==> config.mk <==
export PLATFORM = sky130hd
export DESIGN_NAME = fifo_read_packer
export DESIGN_NICKNAME = d
export VERILOG_FILES = /design/src/rtl/fifo_read_packer.sv
export SDC_FILE = /design/constraint.sdc
export NUM_CORES = 1
export LEC_CHECK = 0
export CORE_ASPECT_RATIO = 1.5
export CORE_UTILIZATION = 56
export CTS_CLUSTER_DIAMETER = 100
export CTS_CLUSTER_SIZE = 25
export DETAILED_ROUTE_END_ITERATION = 10
export GPL_TIMING_DRIVEN = 0
export PLACE_DENSITY = 0.9
export SETUP_SLACK_MARGIN = 0.02
export SKIP_LAST_GASP = 1
export SYNTH_ARGS = -nofsm -noshare
export SYNTH_HDL_FRONTEND = slang
export SYNTH_SLANG_ARGS = --single-unit
==> constraint.sdc <==
create_clock -name clk_i -period 3.8 [get_ports clk_i]
set_input_delay 0.76 -clock clk_i [delete_from_list [all_inputs] [get_ports clk_i]]
set_output_delay 0.76 -clock clk_i [all_outputs]
set_load 0.05 [all_outputs]
==> src/rtl/fifo_read_packer.sv <==
// fifo_read_packer: read-side consumer of an async FIFO. Issues FIFO reads,
// captures each word one cycle after its read fires, packs PACK_RATIO words
// into one wide beat and presents it on a valid/ready stream. A flush pulse
// forces out a partially filled beat once every in-flight word has landed.
module fifo_read_packer #(
  parameter int DATA_WIDTH = 16,
  parameter int PACK_RATIO = 4,
  parameter int CNT_WIDTH  = $clog2(PACK_RATIO + 1)
) (
  input  logic                             clk_i,
  input  logic                             reset_i,
  input  logic                             fifo_empty_i,
  input  logic [DATA_WIDTH-1:0]            fifo_data_i,
  output logic                             fifo_read_en_o,
  input  logic                             flush_i,
  output logic                             m_valid_o,
  input  logic                             m_ready_i,
  output logic [DATA_WIDTH*PACK_RATIO-1:0] m_data_o,
  output logic [CNT_WIDTH-1:0]             m_count_o,
  output logic                             busy_o
);

  // One extra bit so fill level plus an in-flight word can never wrap.
  localparam int SUM_W = CNT_WIDTH + 1;
  localparam int IDX_W = (PACK_RATIO > 1) ? $clog2(PACK_RATIO) : 1;
  localparam logic [SUM_W-1:0] FULL = SUM_W'(PACK_RATIO);

  logic [PACK_RATIO-1:0][DATA_WIDTH-1:0] acc;
  logic [SUM_W-1:0]                      acc_cnt;
  logic                                  pending;
  logic                                  flush_pend;

  logic             fire;
  logic             full;
  logic             out_free;
  logic             flush_go;
  logic             xfer;
  logic [SUM_W-1:0] fill_sum;
  logic [IDX_W-1:0] lane_idx;

  // Zero every lane at or above cnt so a partial beat never leaks stale words.
  function automatic logic [PACK_RATIO-1:0][DATA_WIDTH-1:0] mask_lanes(
    input logic [PACK_RATIO-1:0][DATA_WIDTH-1:0] lanes,
    input logic [SUM_W-1:0]                      cnt
  );
    logic [PACK_RATIO-1:0][DATA_WIDTH-1:0] r;
    for (int k = 0; k < PACK_RATIO; k++) begin
      r[k] = (SUM_W'(k) < cnt) ? lanes[k] : '0;
    end
    return r;
  endfunction

  assign fire     = fifo_read_en_o & ~fifo_empty_i;
  assign full     = (acc_cnt == FULL);
  assign out_free = ~m_valid_o | m_ready_i;
  assign flush_go = flush_pend & ~pending & (acc_cnt != '0);
  assign xfer     = (full | flush_go) & out_free;
  assign fill_sum = acc_cnt + SUM_W'(pending);
  assign lane_idx = acc_cnt[IDX_W-1:0];

  // A read is only issued when the lane it will land in is guaranteed free:
  // either room remains after the in-flight word, or the full beat leaves now.
  assign fifo_read_en_o = ~reset_i & ~flush_pend &
                          ((fill_sum < FULL) | (full & out_free));

  assign busy_o = (acc_cnt != '0) | pending | m_valid_o | flush_pend;

  // Read-latency tracking, lane accumulation and output beat register.
  always_ff @(posedge clk_i) begin
    if (reset_i) begin
      pending   <= 1'b0;
      acc       <= '0;
      acc_cnt   <= '0;
      m_valid_o <= 1'b0;
      m_data_o  <= '0;
      m_count_o <= '0;
    end else begin
      pending <= fire;
      if (xfer) begin
        m_data_o  <= mask_lanes(acc, acc_cnt);
        m_count_o <= acc_cnt[CNT_WIDTH-1:0];
        m_valid_o <= 1'b1;
        if (pending) begin
          acc[0]  <= fifo_data_i;
          acc_cnt <= SUM_W'(1);
        end else begin
          acc_cnt <= '0;
        end
      end else begin
        if (m_valid_o && m_ready_i) begin
          m_valid_o <= 1'b0;
        end
        if (pending) begin
          acc[lane_idx] <= fifo_data_i;
          acc_cnt       <= acc_cnt + SUM_W'(1);
        end
      end
    end
  end

  // Flush request latch: holds off reads until the partial beat leaves, or
  // drops straight away when there turned out to be nothing to emit.
  always_ff @(posedge clk_i) begin
    if (reset_i) begin
      flush_pend <= 1'b0;
    end else if (flush_pend) begin
      if ((flush_go && xfer) || (!pending && (acc_cnt == '0))) begin
        flush_pend <= 1'b0;
      end
    end else if (flush_i) begin
      flush_pend <= 1'b1;
    end
  end

endmodule

==> out/results.ini <==
[grt]
antenna_found_initial=0
grtUsageTotal=0.3009
grt-ovfl-total=0
grt_max_degree=17
grt_pass1_vias=4443
grt_pass1_wl_um=21390

[clocking]
numCtsBuffers=17
cts_sinks=138
cts.htree.levels=4
root_buffer=clkbuf_16
cts_setup_buffers=0
cts_buffer_depth=2
ctsResizeCount=0
holdBufCountCts=0
cts_tree=done
clk_latency_ps=420
path_clk_slew_ps=50

[logic_synthesis]
synthesis.nets=599
ys_warn_count=0
synth_edf_count=0
async_flop_share=0
ys_seq_elements=138
synthFlopType=dfxtp_1
syn_avg_cell_area_sq_um=8.896
syn_area_sq_um=5097
netlist_instances=573
ys_seq_area_frac=0.5420
synthDistinctLibCells=31

[sta]
final_hold_viol_count=0
whs_ps=453.1
max_slew.worst_pin.slew_ps=572.7
finalCriticalPeriod_ps=3619
setup_viol=0
rsz0062_at_grt=false
finalMaxSlewViolations=0
period_share=0.9525
skew_ps=7.581
max_slew_margin=0.6182
fin_setup_tns_ps=0
fmax_ghz=0.2763

[placed_design]
dp_hpwl_um=9245
placed_cell_area_sq_um=6136
routabilityCongestion=0.8436
io_buffers=90

[critical_path]
cp.required_ps=3040
end_kind=output port
worst_ep_arrival_time_ps=2860
crit_type=in -> out
r2r_end=m_data_o[1]$_SDFFE_PP0P_
regToRegSetupSlack_ps=1410
r2r_start=acc_cnt[0]$_SDFFE_PP0P_
crit_fanout=6
start_kind=input pin
reg2regPathDepth=9

[floorplanning]
top_level_ports=91
fp-row-count=42
core_sq_um=8828
dieArea_sq_um=9496
die_w_um=79.90
fp.dieH_um=118.9
initial_core_util=0.5774

[final_layout]
fin_nets=708
finalInstanceArea_sq_um=6716
drive_gt1_frac=0.07504
nFillCells=587
antenna_cells=0
postLayoutCoreUtil=0.7608
area_delta_synth_final_pct=31.76

[route]
wl_met2_um=6824
wl_per_cell_um=16.87
drc=0
first_iter_violations=277
dr_wl_met3_um=784
highest-signal-layer=met4
met1_length_um=5191
viasPerCell=5.549
first_pass_iters=5
drt_wl_total_um=13540
num_vias=4456
drtAntennaViolNets=0

[worst_hold_path]
min_to=m_data_o[7]$_SDFFE_PP0P_
min_path_cells=2
min_path_type=reg -> reg
hp-start=m_data_o[7]$_SDFFE_PP0P_

[pwr]
p_leak_nw=2.291
vdd.ir_drop.worst_mv=0.3866
power_density_nw_per_um2=509.9

[status]
run_status=finished, final reports clean

[flow_run]
maxCapViolations=0

==> cells by family after synthesis <==
group	after synthesis	share of synthesized area
and+or+nand+nor	240	0.1927
DFF	138	0.5420
AOI/OAI and AO/OA	96	0.1105
muxes	49	0.09622
buffers and inverters	43	0.04296
adders and majority gates	5	0.01227
xor gates and xnor gates	2	0.003437
==> report_power, final <==
| group | internal, mW | leakage, nW | switching, mW |
|---|---|---|---|
| Sequential | 1.48 | 1.12 | 0.0206 |
| Combinational | 0.100 | 0.897 | 0.216 |
| Clock | 1.03 | 0.278 | 0.581 |
| Total | 2.61 | 2.29 | 0.817 |
==> synth_stat cells (3+ instances only) <==
cell type / n / area [sq um]
nand2b_1: 3 / 18.77
nand3_1: 32 / 160.2
ha_1: 5 / 62.56
clkbuf_1: 25 / 93.84
buf_2: 7 / 35.03
a31oi_4: 3 / 63.81
nor2_1: 68 / 255.2
a21oi_1: 86 / 430.4
dfxtp_1: 138 / 2763
buf_6: 4 / 45.04
buf_4: 5 / 37.54
nand2_1: 126 / 473.0
mux2i_1: 49 / 490.5
==> worst max-delay path by stage <==
stage	from	end	cells after the start
3_5_place_dp	m_ready_i	fifo_read_en_o	6
4_1_cts	m_ready_i	fifo_read_en_o	6
3_3_place_gp	m_ready_i	fifo_read_en_o	6
5_1_grt	m_ready_i	fifo_read_en_o	6
2_1_floorplan	m_ready_i	fifo_read_en_o	4
6_report	m_ready_i	fifo_read_en_o	6
==> metrics by stage <==
stage,total power [mW],worst slack [ps],cells
after global routing,3.518,95.88,803
after CTS,3.425,182.1,803
after floorplan,1.721,847.1,573
after global placement,1.832,229.9,773
after detailed placement,1.839,212.0,773
final,3.425,180.6,803
==> sequential cells by signal, indices dropped and copies added (netlist names) <==
signal / cells
acc: 64
m_count_o: 3
m_valid_o: 1
pending: 1
flush_pend: 1
acc_cnt: 4
m_data_o: 64
==> per-layer routing <==
metal | vias to the layer above | global-route usage
met5 | - | 0
met2 | 185 | 0.5128
met3 | 57 | 0.07969
met1 | 2101 | 0.3231
li1 | 2113 | -
met4 | 0 | 0.1875
==> worst max-delay path, stage by stage <==
cell and delay [ps]:
clkdlybuf4s50_1 470, nand2b_1 100, buf_2 230, a21boi_0 160, a2111oi_2 280, clkdlybuf4s50_1 870
==> cell usage in the layout, fill, tap and decap left out <==
master / netlist / routed
a31oi_4: 3 / 3
a21boi_0: 1 / 1
clkinvlp_4: 0 / 2
nor2b_1: 2 / 2
and2_1: 1 / 1
nor3_1: 1 / 1
clkinv_2: 0 / 1
a2111oi_2: 1 / 1
nand2b_2: 1 / 1
clkdlybuf4s50_1: 0 / 90
nor2_1: 68 / 68
nor2_2: 1 / 1
a221oi_2: 1 / 1
clkbuf_16: 0 / 17
mux2i_1: 49 / 49
nand3_1: 32 / 32
inv_1: 2 / 2
nand2b_1: 3 / 3
or3_1: 2 / 2
o21ai_1: 1 / 1
nand2_1: 126 / 126
a221o_1: 1 / 1
clkbuf_8: 0 / 4
dfxtp_1: 138 / 138
buf_6: 4 / 4
or4_1: 1 / 1
bufinv_16: 0 / 2
xor2_1: 2 / 2
nand4_1: 1 / 1
buf_2: 7 / 7
ha_1: 5 / 5
clkinv_4: 0 / 1
a211oi_1: 1 / 1
buf_4: 5 / 5
clkbuf_1: 25 / 28
a21oi_1: 86 / 86
a31o_2: 1 / 1
and2b_4: 1 / 1
==> final cells by class <==
class	instances	area [sq um]	area share
multi-input combinational	392	2116	0.3150
clock buffer	24	491.7	0.07321
tap	110	137.6	0.02049
timing repair buffer	90	900.9	0.1341
sequential	138	2763	0.4113
inverter	2	7.507	0.001118
clock inverter	6	88.84	0.01323
buffer	41	211.5	0.03148
No activity file was read; power rests on OpenSTA's default activity.
==> variant (same settings) <==
Register the output `m_count_o` once more, cleared by the reset; this adds one clock of latency there. The other outputs are not delayed to match.
--- a/src/rtl/fifo_read_packer.sv
+++ b/src/rtl/fifo_read_packer.sv
@@ -24,6 +24,8 @@
   localparam int SUM_W = CNT_WIDTH + 1;
   localparam int IDX_W = (PACK_RATIO > 1) ? $clog2(PACK_RATIO) : 1;
   localparam logic [SUM_W-1:0] FULL = SUM_W'(PACK_RATIO);
+
+  logic [CNT_WIDTH-1:0] m_count_s0;
 
   logic [PACK_RATIO-1:0][DATA_WIDTH-1:0] acc;
   logic [SUM_W-1:0]                      acc_cnt;
@@ -73,12 +75,12 @@
       acc_cnt   <= '0;
       m_valid_o <= 1'b0;
       m_data_o  <= '0;
-      m_count_o <= '0;
+      m_count_s0 <= '0;
     end else begin
       pending <= fire;
       if (xfer) begin
         m_data_o  <= mask_lanes(acc, acc_cnt);
-        m_count_o <= acc_cnt[CNT_WIDTH-1:0];
+        m_count_s0 <= acc_cnt[CNT_WIDTH-1:0];
         m_valid_o <= 1'b1;
         if (pending) begin
           acc[0]  <= fifo_data_i;
@@ -112,5 +114,13 @@
     end
   end
 
+  always_ff @(posedge clk_i) begin
+    if (reset_i) begin
+      m_count_o <= '0;
+    end else begin
+      m_count_o <= m_count_s0;
+    end
+  end
+
 endmodule
 
Behaviour: not the same (a bounded check fails within 4 cycles, from zero or initial values and one cycle with reset_i high).
==> variant against the original RTL <==
  * Power increased by 1.1%
  * Worst setup slack got worse by 0.029 ns
  * Clock skew about the same
  * Sequential cell count increased by 3
  * Wire length increased by 5.1%
  * First-iteration DRC count increased by 36%
  * Fmax decreased by 0.78%
  * Final area increased by 1.2%
  * Synthesized area increased by 1.9%
  * Utilization about the same
  * Highest routed layer unchanged
==> variant: results (changes against the original RTL) <==
| Metric | Value |
|---|---|
| Outcome | completed (unchanged) |
| Leakage | 2.34 nW (was 2.29 nW) |
| Synth top area cells | dfxtp_1 (54%), mux2i_1 (9.4%), nand2_1 (9.1%) (was dfxtp_1 (54%), mux2i_1 (9.6%), nand2_1 (9.3%)) |
| Cells after DPL | 779 (was 773) |
| Nets | 714 (was 708) |
| Cell variety after synth | 30 (was 31) |
| DR pass1 iterations | 6 (was 5) |
| Initial DRC Count | 378 (was 277) |
| Net Count, Synth | 606 (was 599) |
| Dpl ws | 0.226 ns (was 0.212 ns) |
| Hold Path Sink | m_data_o[46] (was m_data_o[7]) |
| Cell Area, Placed | 6220 um^2 (was 6140 um^2) |
| Clock Skew | 0.00753 ns (was 0.00758 ns) |
| Max rail drop VDD | 0.424 mV (was 0.387 mV) |
| Root buffer cell | clkbuf_16 (unchanged) |
| First-pass GRT wire length | 22.3 mm (was 21.4 mm) |
| Synth warnings | 0 (unchanged) |
| Psw | 827 uW (was 817 uW) |
| PortBufs | 89 (was 90) |
| Relative slew slack | 0.582 (was 0.618) |
| Reg2reg setup slack | 1.47 ns (was 1.41 ns) |
| Min Hold Slack | 0.453 ns (about the same) |
| Vias per std cell | 5.75 (was 5.55) |
| Vias in the first global route | 4488 (was 4443) |
| Clock group share of total power | 0.464 (was 0.469) |
| Max Freq | 274 MHz (was 276 MHz) |
| Reg-to-Reg End | m_data_o[47] (was m_data_o[1]) |
| Sink Count | 141 (was 138) |
| Layout cells sized above 1 | 0.0787 (was 0.0750) |
| Post-DP HPWL | 9.48 mm (was 9.25 mm) |
| Seq/Total Area, Yosys | 0.543 (was 0.542) |
| Post-CTS Setup Bufs | 0 (unchanged) |
| Fillers | 584 (was 587) |
| Worst r2r src | acc_cnt[1] (was acc_cnt[0]) |
| Routability cong. | 0.851 (was 0.844) |
| Initial antenna violation count | 0 (unchanged) |
| Syn avg cell area | 8.96 um^2 (was 8.90 um^2) |
| Global-route usage over all layers | 0.310 (was 0.301) |
| Ant diodes | 0 (unchanged) |
| Final Non-Filler Cells | 809 (was 803) |
| FF-to-FF path depth | 9 (unchanged) |
| Synth top cells by count | dfxtp_1 (141), nand2_1 (126), a21oi_1 (86) (was dfxtp_1 (138), nand2_1 (126), a21oi_1 (86)) |
| Hold crit path type | flip-flop to flip-flop (unchanged) |
| Crit path max fanout | 6 (unchanged) |
| Wire per inst | 17.6 um (was 16.9 um) |
| HP Start | m_data_o[46] (was m_data_o[7]) |
| CP arrival | 2.89 ns (was 2.86 ns) |
| Largest stage delay, worst path | between 0.8 and 0.9 ns |
| Hold depth | 2 (unchanged) |
| Max clock buf depth | 2 (unchanged) |
==> variant: power groups by stage <==
stage	Sequential [mW]	Clock [mW]	Combinational (mW)
4_1_cts	1.53	1.61	0.318
6_report	1.53	1.61	0.321
2_1_floorplan	1.62	0	0.137
3_3_place_gp	1.56	0	0.305
5_1_grt	1.54	1.68	0.338
3_5_place_dp	1.56	0	0.313
==> variant: final cells by class <==
class,instances,area (um^2),area share
multi-input cells,395,2140,0.315
clock inverters,7,87.6,0.0129
clock buffers,23,488,0.0718
repair buffers,89,891,0.131
inverters,2,7.51,0.00110
plain buffers,42,223,0.0328
well taps,110,138,0.0202
flip-flops and latches,141,2820,0.415
==> variant: critical path: cells and delay by family <==
kind | cells | cell delay (ns)
AO/OA/AOI/OAI | 2 | 0.45
buffers and inverters | 3 | 1.58
AND/OR/NAND/NOR | 1 | 0.10
==> variant: per-layer routing <==
metal | up-vias | track usage | share of wire
met4 | 0 | 0.193 | 0.055
met2 | 236 | 0.524 | 0.51
li1 | 2140 | - | -
met3 | 64 | 0.0768 | 0.073
met5 | - | 0 | 0
met1 | 2208 | 0.340 | 0.36
==> variant: cells by family after synthesis <==
group	synth area share
fa+ha+maj	0.0120
buf+inv	0.0443
flops	0.543
simple gates	0.192
xor+xnor	0.00337
mux	0.0944
compound gates	0.111
==> variant: how the worst max path moves through the flow <==
stage,to,cells after the start,from
3_5_place_dp,fifo_read_en_o,6,m_ready_i
6_report,fifo_read_en_o,6,m_ready_i
4_1_cts,fifo_read_en_o,6,m_ready_i
2_1_floorplan,fifo_read_en_o,4,m_ready_i
3_3_place_gp,fifo_read_en_o,6,m_ready_i
5_1_grt,fifo_read_en_o,6,m_ready_i
